`config.mk`:
```
export PLATFORM = sky130hd
export DESIGN_NAME = root_hub_driver
export DESIGN_NICKNAME = d
export VERILOG_FILES = /design/src/rtl/root_hub_driver_pkg.sv /design/src/rtl/root_hub_driver_stats.sv /design/src/rtl/root_hub_driver.sv
export SDC_FILE = /design/constraint.sdc
export NUM_CORES = 1
export LEC_CHECK = 0
export ABC_AREA = 1
export BUFFER_PORTS_ARGS = -buffer_cell sky130_fd_sc_hd__buf_2
export CORE_MARGIN = 1
export CORE_UTILIZATION = 50
export CTS_CLUSTER_SIZE = 30
export DETAILED_ROUTE_END_ITERATION = 10
export PLACE_DENSITY = 0.83
export SYNTH_ARGS = -nofsm -noshare
export SYNTH_HDL_FRONTEND = slang
export SYNTH_SLANG_ARGS = --single-unit
```
`constraint.sdc`:
```
create_clock -name clk -period 2.6 [get_ports clk]
set_clock_uncertainty 0.15 [all_clocks]
set_input_delay 0.39 -clock clk [delete_from_list [all_inputs] [get_ports clk]]
set_output_delay 0.39 -clock clk [all_outputs]
set_load 0.02 [all_outputs]
```
`src/rtl/root_hub_driver_pkg.sv`:
```
// Shared constants, result-field offsets and state type for root_hub_driver.
package root_hub_driver_pkg;

  localparam logic [7:0] BROADCAST_DEST          = 8'hff;
  localparam logic [7:0] START_DECODING_MSG      = 8'h01;
  localparam logic [7:0] MEASUREMENT_DATA_HEADER = 8'h02;

  localparam int CYC_LSB  = 24;
  localparam int CYC_MSB  = 39;
  localparam int ITER_LSB = 40;
  localparam int ITER_MSB = 47;

  localparam int MODE_SINGLE = 0;
  localparam int MODE_MULTI  = 1;
  localparam int MODE_ALT    = 2;
  localparam int MODE_MID    = 3;

  typedef enum logic [2:0] {ST_IDLE, ST_START, ST_HEADER, ST_WAIT, ST_DONE} state_t;

  // Broadcast message word: dest, dest, opcode, zero payload, flag in bit 0.
  function automatic logic [63:0] msg_word(input logic [7:0] msg, input logic flag);
    msg_word = {BROADCAST_DEST, BROADCAST_DEST, msg, 39'd0, flag};
  endfunction

endpackage

```
`src/rtl/root_hub_driver_stats.sv`:
```
// Saturating cycle/iteration accumulators; min/max tracking when
// ROOT_HUB_DRIVER_STATS_EN is defined.
module root_hub_driver_stats
  import root_hub_driver_pkg::*;
#(
  parameter int STAT_WIDTH = 48
) (
  input  logic                  clk,
  input  logic                  reset,
  input  logic                  accept,
  input  logic [15:0]           cycles,
  input  logic [7:0]            iterations,
  output logic [STAT_WIDTH-1:0] total_cycles,
  output logic [STAT_WIDTH-1:0] total_iterations
`ifdef ROOT_HUB_DRIVER_STATS_EN
  , output logic [15:0]         min_cycles
  , output logic [15:0]         max_cycles
  , output logic [7:0]          max_iterations
`endif
);

  logic [STAT_WIDTH:0] cyc_sum, iter_sum;

  // One extra bit catches the carry so the sum can clamp instead of wrapping.
  assign cyc_sum  = {1'b0, total_cycles}     + {{(STAT_WIDTH-15){1'b0}}, cycles};
  assign iter_sum = {1'b0, total_iterations} + {{(STAT_WIDTH-7){1'b0}}, iterations};

  always_ff @(posedge clk or negedge reset) begin
    if (!reset) begin
      total_cycles     <= '0;
      total_iterations <= '0;
    end else if (accept) begin
      total_cycles     <= cyc_sum[STAT_WIDTH]  ? '1 : cyc_sum[STAT_WIDTH-1:0];
      total_iterations <= iter_sum[STAT_WIDTH] ? '1 : iter_sum[STAT_WIDTH-1:0];
    end
  end

`ifdef ROOT_HUB_DRIVER_STATS_EN
  always_ff @(posedge clk or negedge reset) begin
    if (!reset) begin
      min_cycles     <= 16'hffff;
      max_cycles     <= '0;
      max_iterations <= '0;
    end else if (accept) begin
      if (cycles < min_cycles)         min_cycles     <= cycles;
      if (cycles > max_cycles)         max_cycles     <= cycles;
      if (iterations > max_iterations) max_iterations <= iterations;
    end
  end
`endif

endmodule

```
`src/rtl/root_hub_driver.sv`:
```
// Round-based stimulus/measurement driver for the root hub local port.
// Optional min/max statistics ports under ROOT_HUB_DRIVER_STATS_EN.
module root_hub_driver
  import root_hub_driver_pkg::*;
#(
  parameter int CHANNEL_WIDTH  = 64,
  parameter int NUM_LEAVES     = 1,
  parameter int MAX_COUNT      = 1000,
  parameter int MODE           = 0,
  parameter int TIMEOUT_CYCLES = 65535,
  parameter int STAT_WIDTH     = 48
) (
  input  logic                     clk,
  input  logic                     reset,
  input  logic                     enable,
  output logic [CHANNEL_WIDTH-1:0] tx_data,
  output logic                     tx_valid,
  input  logic                     tx_ready,
  input  logic [CHANNEL_WIDTH-1:0] rx_data,
  input  logic                     rx_valid,
  output logic                     rx_ready,
  output logic                     done,
  output logic [31:0]              round_count,
  output logic [31:0]              result_count,
  output logic [15:0]              timeout_count,
  output logic [STAT_WIDTH-1:0]    total_cycles,
  output logic [STAT_WIDTH-1:0]    total_iterations
`ifdef ROOT_HUB_DRIVER_STATS_EN
  , output logic [15:0]            min_cycles
  , output logic [15:0]            max_cycles
  , output logic [7:0]             max_iterations
`endif
);

  state_t      state, state_nxt;
  logic [31:0] wd;
  logic [4:0]  per_round, exp_res;
  logic        multi, multi_nxt, accept, last, wd_fire, start_round;
  logic        unused_rx;

  assign unused_rx = ^{rx_data[CHANNEL_WIDTH-1:ITER_MSB+1], rx_data[CYC_LSB-1:0]};

  // Mode is decided on the round index before it increments.
  always_comb begin
    multi_nxt = 1'b0;
    case (MODE)
      MODE_MULTI: multi_nxt = 1'b1;
      MODE_ALT:   multi_nxt = round_count[0];
      MODE_MID:   multi_nxt = (round_count >= 32'(MAX_COUNT/3)) &&
                              (round_count <  32'(2*MAX_COUNT/3));
      default:    multi_nxt = 1'b0;
    endcase
  end

  assign exp_res = multi ? 5'd1 : 5'(NUM_LEAVES);
  assign accept  = (state == ST_WAIT) && rx_valid;
  assign last    = accept && (per_round + 5'd1 == exp_res);
  // An arriving result in the final watchdog cycle wins over the timeout.
  assign wd_fire = (TIMEOUT_CYCLES != 0) && (state == ST_WAIT) && !rx_valid &&
                   (wd == 32'(TIMEOUT_CYCLES - 1));

  always_comb begin
    state_nxt = state;
    tx_valid  = 1'b0;
    tx_data   = '0;
    rx_ready  = 1'b0;
    case (state)
      ST_IDLE: begin
        if (round_count == 32'(MAX_COUNT)) state_nxt = ST_DONE;
        else if (enable)                   state_nxt = ST_START;
      end
      ST_START: begin
        tx_valid      = 1'b1;
        tx_data[63:0] = msg_word(START_DECODING_MSG, multi);
        if (tx_ready) state_nxt = ST_HEADER;
      end
      ST_HEADER: begin
        tx_valid      = 1'b1;
        tx_data[63:0] = msg_word(MEASUREMENT_DATA_HEADER, 1'b0);
        if (tx_ready) state_nxt = ST_WAIT;
      end
      ST_WAIT: begin
        rx_ready = 1'b1;
        if (last || wd_fire) state_nxt = ST_IDLE;
      end
      ST_DONE:  rx_ready  = 1'b1;
      default:  state_nxt = ST_IDLE;
    endcase
  end

  assign done        = (state == ST_DONE);
  assign start_round = (state == ST_IDLE) && (state_nxt == ST_START);

  always_ff @(posedge clk or negedge reset) begin
    if (!reset) begin
      state         <= ST_IDLE;
      round_count   <= '0;
      result_count  <= '0;
      timeout_count <= '0;
      multi         <= 1'b0;
      per_round     <= '0;
      wd            <= '0;
    end else begin
      state <= state_nxt;
      if (start_round) begin
        round_count <= round_count + 32'd1;
        multi       <= multi_nxt;
        per_round   <= '0;
      end
      if (state == ST_HEADER && tx_ready) wd <= '0;
      if (accept) begin
        per_round <= per_round + 5'd1;
        wd        <= '0;
      end else if (state == ST_WAIT) begin
        wd <= wd + 32'd1;
      end
      if (accept || (state == ST_DONE && rx_valid)) result_count <= result_count + 32'd1;
      if (wd_fire && timeout_count != 16'hffff) timeout_count <= timeout_count + 16'd1;
    end
  end

  root_hub_driver_stats #(.STAT_WIDTH(STAT_WIDTH)) u_stats (
    .clk              (clk),
    .reset            (reset),
    .accept           (accept),
    .cycles           (rx_data[CYC_MSB:CYC_LSB]),
    .iterations       (rx_data[ITER_MSB:ITER_LSB]),
    .total_cycles     (total_cycles),
    .total_iterations (total_iterations)
`ifdef ROOT_HUB_DRIVER_STATS_EN
    , .min_cycles     (min_cycles)
    , .max_cycles     (max_cycles)
    , .max_iterations (max_iterations)
`endif
  );

endmodule

```
Word-level counts from Yosys, hierarchy flattened
Index checks and enable logic that the tools add are counted.
- bits in registers: 216
- bits of input ports: 69
- word-level logic and storage cells: 56
- add/sub/neg operators: 7
- equal/unequal tests: 9
- muxes and demuxes: 16
- reduce and logical (&&, ||, !) cells: 16
- operator list (operator ; number):
    $pmux W64 S2 ; 1
    $add A32 B1 Y32 const B ; 3
    $mux W32 ; 3
    $mux W48 ; 2
    $add A48 B16 Y49 ; 1
    $add A48 B8 Y49 ; 1
    $eq A32 B10 Y1 const B ; 1
    $eq A32 B16 Y1 const B ; 1
    $add A16 B1 Y16 const B ; 1
    $ne A16 B16 Y1 const B ; 1
    $mux W3 ; 5
    $pmux W3 S5 ; 1
    $mux W5 ; 2
    $logic_and A1 B1 Y1 ; 8
    $eq A3 B1 Y1 const B ; 2
    $eq A3 B2 Y1 const B ; 2
    $add A5 B1 Y5 const B ; 1
    $eq A5 B1 Y1 const B ; 1
    $reduce_or A2 Y1 ; 2
    $eq A3 B3 Y1 const B ; 1
    $logic_not A3 Y1 ; 1
    $reduce_bool A3 Y1 ; 1
    $logic_or A1 B1 Y1 ; 2
    $mux W1 ; 2
    other kinds (2) ; 2

Depth between registers and ports, before layout
Gate-level depths: netlist of the first run.
- depth in word-level cells: 10
- depth in mapped cells: 15
- depth with buffers taken out: 15

Cells and area by module
Synthesis of the first run repeated with hierarchy kept, for this count alone.
- cells, all modules: 2418
- area, all modules: 16050.4 um^2
- modules (own cells, without submodules) (module ; instances ; cells each ; area each (um^2) ; sequential area each (um^2)):
    root_hub_driver ; 1 ; 1287 ; 8505.7 ; 3002.9
    root_hub_driver_stats ; 1 ; 1131 ; 7544.7 ; 2402.3

Least setup slack after synthesis of the first run
Ideal clock, no wire load.
- kind: reg-to-reg
- from: register u_stats.total_cycles[0]
- to: register u_stats.total_cycles[40]
- data arrival time: 2.152 ns
- required time: 2.325 ns
- path slack: 0.173 ns
- stages on the path, launching flop included: 16
- path buffers: 0
- period minus slack after synthesis: 2.427 ns
- path through: dfrtp_1 > ha_1 > inv_1 > fa_1 > inv_1 > nand3_1 > nand2_1 > nand2_1 > nand2_1 > nand2_1 > nand2_2 > nand3_2 > nor2_4 > nand2_1 > nand2_1 > nand3_1
- longest elaborated chain between the ends: 2
- ends and longest elaborated chain (item ; RTL line ; source):
    start: declaration ; root_hub_driver_stats.sv:13 ; output logic [STAT_WIDTH-1:0] total_cycles,
    start signal: assignment ; root_hub_driver_stats.sv:33 ; total_cycles <= cyc_sum[STAT_WIDTH] ? '1 : cyc_sum[STAT_WIDTH-1:0];
    $add A48 B16 Y49 ; root_hub_driver_stats.sv:25 ; assign cyc_sum = {1'b0, total_cycles} + {{(STAT_WIDTH-15){1'b0}}, cycles};
    $mux W48 ; root_hub_driver_stats.sv:33 ;
No other way between the ends.
A chain may end at the register's enable or synchronous reset.

Final worst setup path of the first run
- from: register u_stats.total_cycles[0]
- to: register u_stats.total_cycles[36]
Same word-level chain as after synthesis.

==> results of run 1 <==
cells by family (layout without fill, tap and decap cells):
family | Yosys count | in the layout
XOR/XNOR | 101 | 101
flip-flops | 216 | 216
adder cells (fa/ha/maj) | 34 | 34
buffers and inverters | 402 | 628
AO/OA/AOI/OAI | 175 | 175
other | 1 | 49
AND/OR/NAND/NOR | 1252 | 1252
critical path: stages (launching register included):
cell	delay (ps)
dfrtp_1	380
ha_2	200
inv_1	50
fa_2	330
inv_1	80
nand3_1	60
nand2_1	100
nand2_1	70
nand2_2	80
nand2_1	90
nand2_4	150
buf_4	130
nand3_1	150
o21ai_0	210
nand3_1	90
sequential cells by signal (all words and copies together), names as in the netlist:
| name | flops |
|---|---|
| u_stats.total_cycles | 48 |
| per_round | 5 |
| state | 3 |
| round_count | 32 |
| result_count | 32 |
| timeout_count | 16 |
| wd | 32 |
| u_stats.total_iterations | 48 |
metal layers:
| metal | up-vias | global-route usage, % | wire (microns) |
|---|---|---|---|
| met4 | 0 | 9.638 | 1416 |
| met5 | - | 0 | 0 |
| met2 | 594 | 45.11 | 20200 |
| li1 | 7402 | - | - |
| met3 | 91 | 3.854 | 2994 |
| met1 | 7095 | 37.00 | 18510 |
cell type report:
class | instances | area [sq um]
antenna | 3 | 7.507
fill | 2764 | 11990
multi-input combinational | 1608 | 8208
sequential | 216 | 5405
inverter | 310 | 1167
clock buffer | 37 | 773.2
timing repair buffer | 270 | 1548
clock inverter | 11 | 209.0
tap | 390 | 488.0
cells in the final DEF (no fill, tap or decap), types with 6 or more instances in the layout:
cell | Yosys | routed
o21ai_1 | 7 | 7
a21boi_0 | 6 | 6
buf_4 | 65 | 36
nand3_2 | 8 | 9
xor2_1 | 70 | 70
nor2_4 | 6 | 7
nor3_1 | 77 | 77
nand4_1 | 75 | 75
inv_1 | 300 | 300
a21boi_2 | 10 | 10
nand2_2 | 8 | 11
o21ai_0 | 90 | 90
nor3_2 | 7 | 7
nor4_1 | 11 | 11
buf_2 | 8 | 224
ha_1 | 32 | 30
conb_1 | 1 | 46
o22ai_1 | 6 | 6
bufinv_16 | 0 | 6
clkbuf_8 | 0 | 6
dfrtp_1 | 216 | 216
clkbuf_16 | 0 | 27
xnor2_1 | 31 | 31
a21oi_1 | 33 | 33
nand3_1 | 185 | 183
inv_2 | 9 | 8
nor2_1 | 206 | 200
nand2_1 | 614 | 609
o21ai_2 | 6 | 6
or2_2 | 17 | 17
nor2_2 | 8 | 13
nand3b_1 | 16 | 16
power by group through the flow:
stage | logic [uW] | clock network, uW | registers, uW
2_1_floorplan | 3840 | 0 | 4960
4_1_cts | 5940 | 4220 | 4470
6_report | 6100 | 4140 | 4480
3_3_place_gp | 5750 | 0 | 4490
3_5_place_dp | 5900 | 0 | 4520
5_1_grt | 6720 | 4340 | 4550
stage by stage:
| stage | area, sq um | power [uW] |
|---|---|---|
| 6_report | 17810 | 14720 |
| 5_1_grt | 17810 | 15610 |
| 4_1_cts | 17610 | 14630 |
| 3_5_place_dp | 16590 | 10410 |
| 3_3_place_gp | 16590 | 10240 |
| 2_1_floorplan | 15360 | 8798 |
how the worst max path moves through the flow:
| stage | endpoint |
|---|---|
| after CTS | u_stats.total_iterations[22] |
| after global routing | u_stats.total_iterations[22] |
| final | u_stats.total_cycles[36] |
| after global placement | u_stats.total_cycles[1] |
| after detailed placement | u_stats.total_cycles[1] |
| after floorplan | u_stats.total_cycles[40] |
timing repair:
action	4_1_cts	5_1_grt
buffers inserted	0	12
gates resized for setup	1	24
endpoints found under the hold margin	54	0
hold buffers	3	0
setup endpoints to repair	4	94
pin swaps	0	8
==> key figures, run 1 <==
Job
  • # Max-Cap Violations: 0

Synthesis
  • Simple logic cell fraction of the synthesized area: a little under two fifths
  • Cell variety after synth: between 50 and 60
  • Synth top area share: between 30% and 40%
  • Synth cell count leaders: nand2_1, inv_1, dfrtp_1, nor2_1, nand3_1
  • Synth Area in XOR/XNOR: 5.823%
  • Number of synthesized register bits: 216
  • Synth warn: 0
  • Synth Area in Adders: under 10%
  • Synth Area in Compound Gates: 6.819%
  • Post-synth EDFFs: 0
  • Largest family of logic cells by synthesized area: simple AND/OR/NAND/NOR gates
  • Avg Synthesized Cell Area: approximately 7 sq um
  • Dominant synthesized flop cell: dfrtp_1
  • Count leader, synth: nand2_1
  • Mapped Area: roughly 15000 sq um
  • Synth Instances: ~2200
  • Register area share after synthesis: between 30% and 40%
  • Fraction of registers with async set/reset: 100.0%
  • Mux cell area share after synthesis: 0%
  • Synth area leaders: dfrtp_1, nand2_1, inv_1
  • Cell taking the most area after synthesis: dfrtp_1

Power
  • Combinational Power Share: between 40% and 50%
  • P_sw: roughly 6100 uW
  • VDD IR max: about 0.59 mV
  • Clock share of power: between 20% and 30%
  • Leak: roughly 0.009 uW
  • Power Density: 826.4 nW/um^2
  • Pint: roughly 8600 uW
  • Switching Share: between 40% and 50%
  • Fraction of power consumed by sequential logic: 30.4%

Timing
  • Setup tns final: 0 ps
  • Minimum clock period: about 2500 ps
  • Max_slew headroom: 63.55%
  • Slew at the pin closest to its max-slew limit: between 500 and 600 ps
  • Slew Viols, Final: 0
  • Fmax: approximately 0.41 GHz
  • Worst hold slack: between 90 and 100 ps
  • RSZ-0062 raised after global routing: yes
  • Final setup violation count: 0
  • Fin crit share: about 95%
  • Fin worst setup slack: roughly 130 ps
  • Hold Fails Final Rpt: 0

Min path
  • Hold path depth: 4
  • Worst Hold End: u_stats.total_iterations[0]
  • Hold path startpoint: rx_data[40]
  • Hold Crit Class: in -> reg

Placed design
  • Dpl hpwl: around 33000 microns
  • Post-place setup slack: -200.4 ps
  • Placed Instances: between 2000 and 3000
  • GPL Wtd Cong: between 0.9 and 1
  • IO buf count: roughly 230

Cells and area
  • Synth-to-layout area growth: 17.20%
  • Nets@finish: between 2000 and 3000
  • Layout cells sized above 1: 16.88%
  • Final core utilization: 59.76%
  • Post-route insts no fill: ~2800

Worst setup path
  • Required time of the critical path: approximately 2900 ps
  • RR Endpoint: u_stats.total_cycles[36]
  • Critical-path maximum fanout: 7
  • Worst Path Arrival: roughly 2700 ps
  • CP Capture Type: flop
  • Setup Crit Path Kind: reg -> reg
  • R2R cell count: 14
  • R2R Setup Slk: around 130 ps
  • Setup crit start kind: flop
  • Worst Setup SP: u_stats.total_cycles[0]
  • RR Startpoint: u_stats.total_cycles[0]

Drt
  • TritonRoute pass-1 iters: 7
  • DR vias: ~15000
  • Routed Antenna Nets: 0
  • Initial drt markers: 1243
  • Total wire length: between 40000 and 50000 microns
  • Drt wl/cell: between 15 and 20 microns
  • Vias per inst: between 5 and 6
  • # DRC: 0

Clock tree
  • CTS Buf Count: 26
  • Depth of the CTS H-tree: 1
  • Clk Latency, worst-skew pair: ~540 ps
  • Longest Clk Path Bufs: 3
  • CTS root buf: clkbuf_16
  • Clock Sinks: between 200 and 250
  • CTS tree: yes
  • Clock transition at path regs: about 60 ps

Global route
  • First-pass GRT wire length: approximately 70000 microns
  • Vias in the first global route: 14129
  • Largest net degree at the start of global routing: 72
  • Global route total overflow: 0
  • Total GRT Usage: about 27%
  • Initial antenna violation count: 2

Floorplan
  • Die Area: between 30000 and 40000 sq um
  • # IOs: 312
  • Die W: about 180 microns
  • Initial core utilization: a little over 50%
  • CORE AREA: 29800 sq um
  • Die Span Y: ~180 microns
  • Row count: 63

Status
  • Status: finished, final reports clean
Note: power is estimated with default switching activity, not from simulation.
==> inputs of run 2 (changes only) <==
PLACE_DENSITY = 0.82   (was 0.83)
SYNTH_HIERARCHICAL = 1   (was unset)
==> run 2 against run 1 <==
Net effect: first-iteration DRC count fell by 0.56%; via count increased by 7.6%; global-route usage increased by 0.065 points; highest routed layer unchanged; area after synthesis grew 5.6%; clock power down 1%.
==> key figures, run 2 <==
Drt
  • Initial drt markers: between 1000 and 1500
  • Drt wl/cell: 14.84 microns
  • Routed Antenna Nets: 0
  • Total wire length: between 40000 and 50000 microns
  • DR vias: around 16000
  • # DRC: 0
  • TritonRoute pass-1 iters: 6
  • Vias per inst: around 5.3

Timing
  • Setup tns final: 0 ps
  • Final setup violation count: 0
  • Minimum clock period: between 2000 and 2500 ps
  • Worst hold slack: roughly 94 ps
  • Fmax: around 0.41 GHz
  • Hold Fails Final Rpt: 0
  • RSZ-0062 raised after global routing: no
  • Slew Viols, Final: 0
  • Max_slew headroom: 39.81%
  • Fin crit share: a little over 90%
  • Slew at the pin closest to its max-slew limit: 901.8 ps

Global route
  • Global route total overflow: 0
  • Global-route met1 utilization: between 30% and 40%
  • Initial antenna violation count: 2
  • First-pass GRT wire length: around 75000 microns
  • Grt peak-use layer: met2
  • Routing usage on met2: 44.98%
  • Total GRT Usage: approximately 28%
  • Largest net degree at the start of global routing: 57
  • Vias in the first global route: approximately 15000
  • Met3 usage: around 4.3%

Placed design
  • Dpl hpwl: between 30000 and 40000 microns
  • IO buf count: roughly 230
  • GPL Wtd Cong: around 1

Worst setup path
  • Worst path depth: 10
  • Worst path bufs/invs: 0
  • Worst path slowest cell: fa_1
  • RR Endpoint: u_stats/total_iterations[15]
  • Critical-path maximum fanout: 16
  • Slowest stage delay, CP: ~410 ps
  • Required time of the critical path: between 2000 and 3000 ps
  • Setup Crit Path Kind: reg -> reg
  • R2R cell count: 10
  • R2R Setup Slk: between 150 and 200 ps
  • Worst Path Arrival: between 2000 and 3000 ps
  • CP Cell Sequence: ha_1 -> fa_1 -> nand3_1 -> nand2_1 -> nand2_1 -> nand2_4 -> nand3_4 -> nor2_8 -> nand2_2 -> nand3_1
  • Setup crit start kind: flop
  • RR Startpoint: u_stats/total_iterations[0]
  • Largest delay share family, worst path: simple AND/OR/NAND/NOR gates
  • CP Capture Type: flop
  • Worst Setup SP: u_stats/total_iterations[0]

Cells and area
  • Nets@finish: ~2800
  • Synth-to-layout area growth: 14.59%
  • Layout cells sized above 1: roughly 16%
  • Commonest non-fill, non-tap cell in the layout: nand2_1
  • Biggest regs: u_stats/total_cycles x48, u_stats/total_iterations x48
  • Most frequent cells in the layout: nand2_1, nor2_1, inv_1, buf_2, dfrtp_1

Synthesis
  • Count leader, synth: nand2_1
  • Cell taking the most area after synthesis: dfrtp_1
  • Synth cell count leaders: nand2_1, nor2_1, inv_1, dfrtp_1, nand3_1
  • Mapped Area: 16050 sq um
  • Fraction of registers with async set/reset: 100.0%
  • Synth area leaders: dfrtp_1, nand2_1, nor2_1
  • Dominant synthesized flop cell: dfrtp_1
  • Post-synth EDFFs: 0
  • Synth Instances: between 2000 and 2500
  • Synth top area share: 33.68%
  • Avg Synthesized Cell Area: about 6.6 sq um
  • Cell variety after synth: 50
  • Synth warn: 6
  • Register area share after synthesis: between 30% and 40%
  • Number of synthesized register bits: roughly 220

Clock tree
  • CTS root buf: clkbuf_16
  • CTS tree: yes
  • CTS Buf Count: 27
  • Clock transition at path regs: around 60 ps
  • Clock Sinks: 216
  • Longest Clk Path Bufs: 3
  • Clk Latency, worst-skew pair: between 500 and 600 ps
  • Total setup buffers inserted after CTS: 0
  • Depth of the CTS H-tree: 1

Floorplan
  • Die W: approximately 180 microns
  • Die Span Y: 181.2 microns
  • Die Area: 32820 sq um
  • Row count: between 60 and 70
  • Initial core utilization: around 50%
  • # IOs: roughly 310
  • CORE AREA: around 32000 sq um

Min path
  • Worst Hold End: u_stats/total_iterations[0]
  • Hold path startpoint: rx_data[40]
  • Hold path depth: 4
  • Hold Crit Class: in -> reg

Power
  • Leak: roughly 0.0094 uW
  • Power Density: approximately 740 nW/um^2
  • Total power: between 10000 and 15000 uW
  • VDD IR max: approximately 0.63 mV

Status
  • Status: finished, final reports clean

Job
  • # Max-Cap Violations: 0
[run 2: cell families after synthesis]
group	Yosys count	synth area share [%]
flip-flops	216	33.68
XOR/XNOR	66	3.601
other	1	0.02336
adder cells (fa/ha/maj)	34	2.744
AO/OA/AOI/OAI	106	3.765
buffers and inverters	359	10.56
AND/OR/NAND/NOR	1636	45.63
[run 2: worst reg2reg max path, cell delays in order, from the launching register on]
cell and delay [ps]:
dfrtp_1 400, ha_1 260, fa_1 410, nand3_1 100, nand2_1 100, nand2_1 120
nand2_4 110, nand3_4 140, nor2_8 60, nand2_2 290, nand3_1 140
[run 2: where the power goes]
group          switching (uW)  total (uW)  internal [uW]
clock network            1520        4100           2580
registers                 482        4220           3740
logic                    3690        5330           1640
total                    5690       13700           7960
[run 2: through the flow]
stage	cells	instance area, sq um	setup WS [ps]	utilization (%)
6_report	3072	18390	172.1	58.29
5_1_grt	3071	18390	17.62	58.28
4_1_cts	3070	18370	84.31	58.23
3_5_place_dp	3020	17380	119.8	55.08
3_3_place_gp	3020	17380	145.7	55.08
2_1_floorplan	2463	16220	163.1	-
[run 2: final cells by class]
class                           count  area [sq um]
Sequential cell                   216          5405
Fill cell                        3044         13160
Clock inverter                     15         239.0
Clock buffer                       33         728.2
Tap cell                          402         503.0
Antenna cell                        2         5.005
Multi-Input combinational cell   1888          9140
Inverter                          265         998.5
Timing Repair Buffer              251          1374
[run 2: routing by layer]
metal	wire length (microns)	part of all wire [%]
met3	3276	7.2
met5	0	0
met2	21210	47
met1	19840	44
met4	1273	2.8
[run 2: worst max-delay path by stage]
stage / to / slack, ps
after global routing: u_stats/total_iterations[43] / 20
after CTS: tx_data[52] / 80
after detailed placement: u_stats/total_iterations[31] / 120
after global placement: u_stats/total_iterations[9] / 150
after floorplan: tx_data[48] / 160
final: u_stats/total_iterations[15] / 170
[run 2: timing repair]
action	4_1_cts	5_1_grt
pin swaps	0	0
hold buffers	2	0
endpoints found under the hold margin	52	0
gates resized for setup	2	4
endpoints found under the setup margin	17	44
==> inputs of run 3 (changes only) <==
CTS_CLUSTER_DIAMETER = 80   (was unset)
PLACE_DENSITY = 0.85   (was 0.82)
SETUP_SLACK_MARGIN = 0.2   (was unset)
clock period = 2.2 ns   (was 2.6 ns; I/O delays follow)
==> run 3 against run 2 <==
Net effect: largest power group unchanged; highest routed layer unchanged; sequential share of layout area shrank 3.0 points; die area unchanged; register-to-register slack got worse by 130 ps; combinational power up 71%; maximum frequency grew 13%.
==> key figures, run 3 (synthesis gave the netlist of run 2 again) <==
Clock tree
  • Depth of the CTS H-tree: 1
  • CTS Buf Count: 17
  • Clk Latency, worst-skew pair: 510 ps
  • CTS root buf: clkbuf_16
  • Clock transition at path regs: roughly 80 ps
  • Longest Clk Path Bufs: 3
  • Clock Sinks: approximately 220
  • CTS tree: yes

Power
  • Leak: just over 0.01 uW
  • VDD IR max: 0.8884 mV
  • Power Density: ~850 nW/um^2

Timing
  • Fin crit share: 97.86%
  • Minimum clock period: 2153 ps
  • Slew at the pin closest to its max-slew limit: 495.5 ps
  • Max_slew headroom: 66.66%
  • Fmax: between 0.4 and 0.5 GHz
  • Setup tns final: 0 ps
  • Final setup violation count: 0
  • RSZ-0062 raised after global routing: yes
  • Hold Fails Final Rpt: 0
  • Slew Viols, Final: 0

Cells and area
  • ANT cells: 0
  • Most frequent cells in the layout: nand2_1, nor2_1, inv_1, dfrtp_1, buf_2
  • Layout cells sized above 1: between 20% and 30%
  • Multi-input gate area: between 10000 and 15000 sq um
  • Nets@finish: about 2900
  • Post-route cell area: between 20000 and 25000 sq um
  • Commonest non-fill, non-tap cell in the layout: nand2_1
  • Synth-to-layout area growth: 27.83%
  • Fillers: between 2000 and 3000
  • Register area: 5415 sq um
  • Biggest regs: u_stats/total_cycles x48, u_stats/total_iterations x48
  • Post-route insts no fill: ~3200

Placed design
  • Placed Instances: 3062
  • Placed cell areas: approximately 18000 sq um
  • IO buf count: approximately 230
  • GPL Wtd Cong: around 0.99
  • Dpl hpwl: between 30000 and 40000 microns

Floorplan
  • Die W: around 180 microns
  • # IOs: roughly 310
  • Die Area: between 30000 and 40000 sq um
  • CORE AREA: between 30000 and 40000 sq um
  • Initial core utilization: approximately half
  • Row count: 65
  • Die Span Y: approximately 180 microns

Drt
  • # DRC: 0
  • Routed Antenna Nets: 0
  • Total wire length: between 50000 and 60000 microns
  • Drt wl/cell: 16.15 microns
  • Initial drt markers: between 1000 and 1500
  • DR vias: roughly 17000
  • TritonRoute pass-1 iters: 7
  • Vias per inst: between 5 and 6

Worst setup path
  • Slowest stage delay, CP: ~420 ps
  • Setup Crit Path Kind: reg -> reg
  • Required time of the critical path: between 2000 and 2500 ps
  • Critical-path maximum fanout: 14
  • Worst Path Arrival: around 2400 ps
  • Setup crit start kind: flop
  • CP Cell Sequence: ha_4 -> fa_2 -> nand2_2 -> nand2_2 -> nand3_2 -> nand2_4 -> nand2_4 -> nand2_8 -> a21oi_4 -> buf_12 -> a21oi_1
  • Worst path slowest cell: dfrtp_2
  • CP Capture Type: flop

Global route
  • Initial antenna violation count: 0
  • Global route total overflow: 0
  • Total GRT Usage: between 20% and 30%
  • First-pass GRT wire length: approximately 80000 microns
  • Vias in the first global route: between 15000 and 20000
  • Largest net degree at the start of global routing: 66

Status
  • Status: finished, final reports clean

Min path
  • Hold Crit Class: in -> reg

Job
  • # Max-Cap Violations: 0
run 3: changes by cell type in the layout (fill, tap and decap cells not counted), sizes merged:
cell and delta:
buf +120, bufinv -4, clkbuf -14, clkinvlp -2
diode -2, inv +1, nand2 +4, nand3 +1
nor2 +1
run 3: timing repair:
item / in CTS / in global routing
endpoints found under the hold margin: 197 / 0
buffers inserted: 48 / 27
pin swaps: 47 / 52
resized for setup: 149 / 159
hold buffers: 2 / 0
cloned: 6 / 3
setup endpoints to repair: 120 / 201
run 3: final cells by class:
cell class                 instances  area share, %
clock buffer                      19          2.159
clock inverter                    10         0.6647
timing repair buffer             371          12.69
inverter                         265          4.964
multi-input combinational       1894          50.68
sequential                       216          26.39
tap                              402          2.452
run 3: per-stage QoR:
step	total power [uW]	hold WS, ps	worst slack (ps)	util, %
2_1_floorplan	9892	-115.6	106.5	-
4_1_cts	16520	56.75	92.23	62.18
3_3_place_gp	11490	70.55	39.19	56.68
6_report	17510	77.67	46.97	65.02
5_1_grt	18400	63.90	-17.74	65.02
3_5_place_dp	11690	71.57	-21.23	56.68
run 3: routing by layer:
metal | vias to the layer above | GRT usage, % | routed length, microns
li1 | 8240 | - | -
met1 | 8217 | 38.47 | 21300
met2 | 794 | 51.43 | 25190
met3 | 109 | 3.326 | 3617
met4 | 0 | 8.339 | 1190
met5 | - | 0 | 0
run 3: worst paths after layout:
check | startpoint | endpoint | slack, ps | cells past startpoint
max reg2reg | u_stats/total_cycles[0] | u_stats/total_cycles[15] | 50 | 11
max in group asynchronous | reset | result_count[30] | 970 | 3
max | u_stats/total_cycles[0] | u_stats/total_cycles[15] | 50 | 11
min in group asynchronous | reset | u_stats/total_iterations[26] | 140 | 2
min | rx_data[24] | u_stats/total_cycles[0] | 80 | 4
min reg2reg | result_count[31] | result_count[31] | 380 | 2
run 3: critical path: cells and delay by family, from the launching register on:
kind                     cells  cell delay (ps)
AO/OA/AOI/OAI                2              250
adder cells (fa/ha/maj)      2              540
buffers and inverters        1              180
flip-flops                   1              420
AND/OR/NAND/NOR              6              470
run 3: where the power goes:
| part | switching [uW] | leakage, uW | internal [uW] | total [uW] |
|---|---|---|---|---|
| Combinational | 5380 | 0.00722 | 3720 | 9090 |
| Clock | 1660 | 0.000283 | 1740 | 3410 |
| Sequential | 592 | 0.00289 | 4420 | 5010 |
| Total | 7630 | 0.0104 | 9880 | 17500 |
